### src/rtl/exc_sequencer.sv
// exc_sequencer: commit-point exception/interrupt/ERET sequencer at the MEM stage.
// Latency: EXL strobe, ExcCode, EPC and flush in the trigger cycle; pc_redirect FLUSH_CYCLES+1 cycles later.
// Backpressure: none; while busy, all triggers are ignored and the pipeline is held flushed.
// Optional build macro EXC_STATS_EN adds a saturating 16-bit exl_set counter output (exc_count).

module exc_sequencer #(
  parameter logic [31:0] HANDLER_ADDR = 32'h0000_4180,
  parameter int          FLUSH_CYCLES = 2
) (
  input  logic        clk,
  input  logic        reset,
  input  logic        int_req,
  input  logic        exl,
  input  logic        m_valid,
  input  logic [31:0] m_pc,
  input  logic        m_bd,
  input  logic        m_exc,
  input  logic [4:0]  m_exc_code,
  input  logic        m_eret,
  input  logic [31:0] cp0_epc,
  output logic        exl_set,
  output logic        exl_clr,
  output logic [4:0]  exc_code_o,
  output logic [31:0] epc_o,
  output logic        bd_o,
  output logic        flush,
  output logic        pc_redirect,
  output logic [31:0] redirect_pc,
  output logic        busy
`ifdef EXC_STATS_EN
  ,
  output logic [15:0] exc_count
`endif
);

  // Sequencer states
  localparam logic [1:0] ST_IDLE     = 2'd0;
  localparam logic [1:0] ST_FLUSH    = 2'd1;
  localparam logic [1:0] ST_REDIRECT = 2'd2;

  // Counter preload: FLUSH exits when the counter reads zero, so N-1 gives N FLUSH cycles
  localparam logic [2:0] LP_CNT_INIT = 3'(FLUSH_CYCLES - 1);

  // State and datapath registers
  logic [1:0]  r_state;
  logic [2:0]  r_cnt;
  logic        r_pend;
  logic [31:0] r_target;
  logic [4:0]  r_exc_code;
  logic [31:0] r_epc;
  logic        r_bd;

  // Trigger decode and derived values
  logic        w_idle;
  logic        w_take_int;
  logic        w_take_exc;
  logic        w_take_eret;
  logic        w_take_trap;
  logic        w_take_any;
  logic [31:0] w_epc_new;
  logic [4:0]  w_code_new;

  // Current SR.EXL does not change sequencing: exl_set is pulsed even for
  // nested exceptions and CP0 itself decides whether to update EPC/Cause.
  // The pending-interrupt latch is tracked state only; the take condition
  // re-samples int_req every cycle, so a dropped request is never taken.
  logic        w_unused_sig;
  assign w_unused_sig = exl ^ r_pend;

  assign w_idle = (r_state == ST_IDLE);

  // Priority int_req > m_exc > m_eret; bubbles never trigger anything, and an
  // interrupt waiting for a real instruction blocks lower-priority triggers.
  assign w_take_int  = w_idle & ~reset & int_req & m_valid;
  assign w_take_exc  = w_idle & ~reset & ~int_req & m_valid & m_exc;
  assign w_take_eret = w_idle & ~reset & ~int_req & m_valid & ~m_exc & m_eret;
  assign w_take_trap = w_take_int | w_take_exc;
  assign w_take_any  = w_take_trap | w_take_eret;

  // A delay-slot instruction restarts at its branch; subtraction wraps mod 2^32
  assign w_epc_new  = m_bd ? (m_pc - 32'd4) : m_pc;
  assign w_code_new = w_take_int ? 5'd0 : m_exc_code;

  // Strobes and redirect are pure decode; reset suppresses them in its own cycle
  assign exl_set     = w_take_trap;
  assign exl_clr     = w_take_eret;
  assign flush       = ~reset & (w_take_any | ~w_idle);
  assign pc_redirect = ~reset & (r_state == ST_REDIRECT);
  assign redirect_pc = pc_redirect ? r_target : 32'd0;
  assign busy        = ~w_idle;

  // CP0 fields present the new values in the strobe cycle, otherwise hold
  assign exc_code_o = w_take_trap ? w_code_new : r_exc_code;
  assign epc_o      = w_take_trap ? w_epc_new  : r_epc;
  assign bd_o       = w_take_trap ? m_bd       : r_bd;

  // Main FSM: IDLE -> FLUSH (counted) -> REDIRECT -> IDLE
  always_ff @(posedge clk) begin
    if (reset) begin
      r_state  <= ST_IDLE;
      r_cnt    <= 3'd0;
      r_target <= 32'd0;
    end else begin
      case (r_state)
        ST_IDLE: begin
          if (w_take_any) begin
            r_state  <= ST_FLUSH;
            r_cnt    <= LP_CNT_INIT;
            r_target <= w_take_eret ? cp0_epc : HANDLER_ADDR;
          end
        end
        ST_FLUSH: begin
          if (r_cnt == 3'd0) begin
            r_state <= ST_REDIRECT;
          end else begin
            r_cnt <= r_cnt - 3'd1;
          end
        end
        ST_REDIRECT: begin
          r_state <= ST_IDLE;
        end
        default: begin
          r_state <= ST_IDLE;
        end
      endcase
    end
  end

  // Pending-interrupt latch: set while the interrupt waits for a real
  // instruction, dropped when int_req falls or when any sequence starts
  always_ff @(posedge clk) begin
    if (reset) begin
      r_pend <= 1'b0;
    end else if (w_take_any) begin
      r_pend <= 1'b0;
    end else if (w_idle) begin
      if (int_req & ~m_valid) begin
        r_pend <= 1'b1;
      end else if (~int_req) begin
        r_pend <= 1'b0;
      end
    end
  end

  // Hold registers for the CP0 Cause/EPC fields, captured on each exl_set
  always_ff @(posedge clk) begin
    if (reset) begin
      r_exc_code <= 5'd0;
      r_epc      <= 32'd0;
      r_bd       <= 1'b0;
    end else if (w_take_trap) begin
      r_exc_code <= w_code_new;
      r_epc      <= w_epc_new;
      r_bd       <= m_bd;
    end
  end

`ifdef EXC_STATS_EN
  logic [15:0] r_exc_count;

  // Saturating count of exception/interrupt entries
  always_ff @(posedge clk) begin
    if (reset) begin
      r_exc_count <= 16'd0;
    end else if (w_take_trap && (r_exc_count != 16'hFFFF)) begin
      r_exc_count <= r_exc_count + 16'd1;
    end
  end

  assign exc_count = r_exc_count;
`endif

endmodule

### config.mk
export PLATFORM = sky130hd
export DESIGN_NAME = exc_sequencer
export DESIGN_NICKNAME = d
export VERILOG_FILES = /design/src/rtl/exc_sequencer.sv
export SDC_FILE = /design/constraint.sdc
export NUM_CORES = 1
export LEC_CHECK = 0
export CAP_MARGIN = 20
export CORE_ASPECT_RATIO = 2
export CORE_MARGIN = 5
export CORE_UTILIZATION = 43
export DETAILED_ROUTE_END_ITERATION = 12
export PLACE_DENSITY_LB_ADDON = 0.05
export SYNTH_ARGS = -nofsm -noshare
export SYNTH_HDL_FRONTEND = slang
export SYNTH_SLANG_ARGS = --single-unit
### constraint.sdc
create_clock -name clk -period 3.1 [get_ports clk]
set_clock_uncertainty 0.2 [all_clocks]
set_input_delay 0.62 -clock clk [delete_from_list [all_inputs] [get_ports clk]]
set_output_delay 0.62 -clock clk [all_outputs]
set_load 0.05 [all_outputs]
==> run metrics <==
slowest cell on the critical path=or4_4; PortBufs=150; Routed wire per std cell=around 31 µm; Die ar.=about 11,000 µm²; class of the worst hold path=reg2reg; post-synth top area cell=dfxtp_1; CP arrival=2.69 ns; vias post-DR=~5,300; max_slew headroom=60.65%; vias in the first global route=4,662; Ys Warns=0; Syn Std Cell Area=between 3000 and 4000 µm²; Critical Path Stages=8; syn_nets=503; Worst path most repeated cell=buf_6; Crit Path Class=in2out; delay-heaviest family, CP=simple AND/OR/NAND/NOR gates; clock sinks=75; Die Height=140.1 µm; # hold bufs at CTS=0; area delta synth->final=116.5%; status=complete, but fails checks; Root Driver=clkbuf_16; die width=75.04 µm; crit start category=primary input; CP required=2.28 ns; worst setup margin=-0.4103 ns; grt total ovfl=0; crit-path max FO=7; initial antenna violation count=2; H-tree depth=3; CTS tree=yes; final WL=between 20,000 and 25,000 µm; # nets final=around 760; fillers=185; Initial Util=43.87%; Period minus WS final=3.510 ns; Vias/cell=around 6.7; Worst Hold Depth=1; worst vdd ir=354.4 µV; RSZ-0062 raised after global routing=yes; core area=8292 µm²; Iteration-0 DRC Markers=~720; Core Util, Final=94.96%; CP endpoint kind=primary output; failing checks=setup timing; f_max=284.9 MHz; Worst R2R Path Depth=4; Worst-path clk slew=0.06 ns; top-area cell type share of the netlist area=approximately two fifths; slowest cell delay on critical path=0.55 ns; worst path cell trace=buf_6, or4_4, buf_6, or3_4, o31a_1, nor3_4, nor2_4, buf_12; power per cell area=401.5 nW/µm²; WP buf/inv=3; worst slew pin tran=0.5903 ns; # Max-Cap Violations=0; ratio of cells with drive above 1 in the final layout=47.43%; GRT Util Overall=a little over 30%; FFs w/ async S/R, synth=0%; Area contributors post-synth=dfxtp_1, a22o_1, and2_1; I/O pins=approximately 150; Post-DP HPWL=9684 µm; static leakage=between 3 and 4 nW; Skew-Pair Late Insertion Delay=0.34 ns; Final Setup Violations=28; Post-Synthesis Cells=423; RePlAce Congestion=0.9521; Hold Vio Cnt, Final=0; post-synth cell types=45; Final Cycle Share=113.2%; Rows=47; register area share after synthesis=41.28%; ys flop type=dfxtp_1; Post-DRT Antenna Nets=0; wire length of the first global-routing pass=24,630 µm; Synth Register Bits=75; Post-synth EDFFs=0; largest net degree at the start of global routing=34; DR DRC count=0; Num CTS Buffers=9; DR pass1 iterations=5; max-slew violations=0; mean area per synthesized cell=8.599 µm²; Tot Pwr=between 0.003 and 0.004 W; clock buffer depth=2
per-stage QoR:
step                      TNS (ns)  setup WS (ns)  hold WS (ns)  instances  area, µm²
after floorplan             -3.427        -0.3734        0.2342        423       3805
after global placement      -9.987        -0.5896        0.2463        722       6621
after detailed placement    -10.80        -0.6085        0.2481        722       6621
after CTS                   -2.459        -0.3365        0.2680        765       7517
after global routing        -5.570        -0.4119        0.2972        780       7874
final                       -4.730        -0.4103        0.2916        780       7874
cells by family after synthesis:
group | after synthesis | synth area share [%]
xor gates and xnor gates | 28 | 6.742
muxes | 1 | 0.3096
buffers and inverters | 34 | 3.715
DFF | 75 | 41.28
AOI/OAI and AO/OA | 101 | 18.92
adders and majority gates | 3 | 1.032
and+or+nand+nor | 181 | 28.00
worst register-to-register path, stage by stage, from the launching register on:
cell,delay (ns)
dfxtp_1,0.41
or4b_1,0.72
o22ai_1,0.56
o21bai_1,0.16
a41oi_1,0.31
per-layer routing:
layer,vias to the layer above,GRT usage (%),share of wire (%)
li1,2004,-,-
met1,2391,32.47,30
met2,633,53.73,47
met3,230,5.954,11
met4,0,17.26,11
met5,-,0,0
Yosys cell counts, types with 2 or more instances:
library cell,count
a211oi_1,14
a211oi_2,2
a21oi_1,25
a22o_1,28
a31oi_1,5
and2_1,32
buf_2,6
clkbuf_1,19
dfxtp_1,75
ha_1,3
inv_1,7
nand2_1,30
nand2b_1,2
nand3_1,3
nand3b_1,4
nand4_1,2
nor2_1,41
nor2b_1,22
nor3_1,14
nor3b_1,2
nor4_1,9
nor4_2,3
o21ai_0,16
o21ai_1,2
o22ai_1,4
o31a_1,2
or2_2,3
or3_1,2
or4_1,3
or4_4,2
xnor2_1,19
xor2_1,9
cell type report:
class,count,area [µm²],share of cell area [%]
repair buffers,269,3211,40.78
multi-input cells,314,2711,34.44
flip-flops and latches,75,1501,19.07
clock buffers,10,239.0,3.035
well taps,98,122.6,1.557
clock inverters,5,53.80,0.6833
inverters,8,32.53,0.4132
diodes,1,2.502,0.03178
path summary, 6_finish.rpt:
check	slack [ns]	endpoint	start
setup / recovery	-0.41	epc_o[20]	m_pc[9]
setup reg to reg	0.64	r_cnt[0]$_SDFFE_PP0P_	r_state[0]$_SDFFE_PP0P_
hold / removal	0.29	r_target[23]$_SDFFE_PP0P_	r_target[23]$_SDFFE_PP0P_
hold reg to reg	0.29	r_target[23]$_SDFFE_PP0P_	r_target[23]$_SDFFE_PP0P_
flip-flops by register name, indices dropped and copies added, names as in the netlist:
signal      count
r_epc          32
r_cnt           3
r_exc_code      5
r_state         2
r_target       32
r_bd            1
report_power, final:
part / internal (W) / total [W] / switching (W)
clock: 0.000640 / 0.00110 / 0.000465
sequential: 0.00101 / 0.00103 / 0.0000290
combinational: 0.000462 / 0.00102 / 0.000560
total: 0.00211 / 0.00316 / 0.00105
placed cells by master (no fill, tap or decap), types with 4 or more instances in the layout:
cell type          n
buf_4            102
dfxtp_1           75
buf_12            73
clkdlybuf4s50_1   46
nor2_1            34
and2_1            32
a22o_1            28
nand2_1           26
nor2b_1           22
buf_6             19
a211oi_1          14
xnor2_2           12
nor4_4            10
a21oi_4           10
o21ai_1           10
clkbuf_16          9
nor3_4             8
a21oi_2            8
xnor2_1            7
a21oi_1            7
inv_1              6
nor2_4             6
buf_2              6
dlygate4sd2_1      6
or4_4              5
xor2_1             5
a31oi_1            5
clkbuf_2           5
o21ai_2            4
nand3b_1           4
o22ai_1            4
buf_16             4
clkdlybuf4s15_1    4
timing repair:
action	in CTS	in global routing
pin swaps	39	39
buffers inserted	26	17
gates cloned	3	0
endpoints found under the hold margin	0	0
gates resized for setup	141	58
endpoints found under the setup margin	26	32
(Power assumes the default switching activity.)
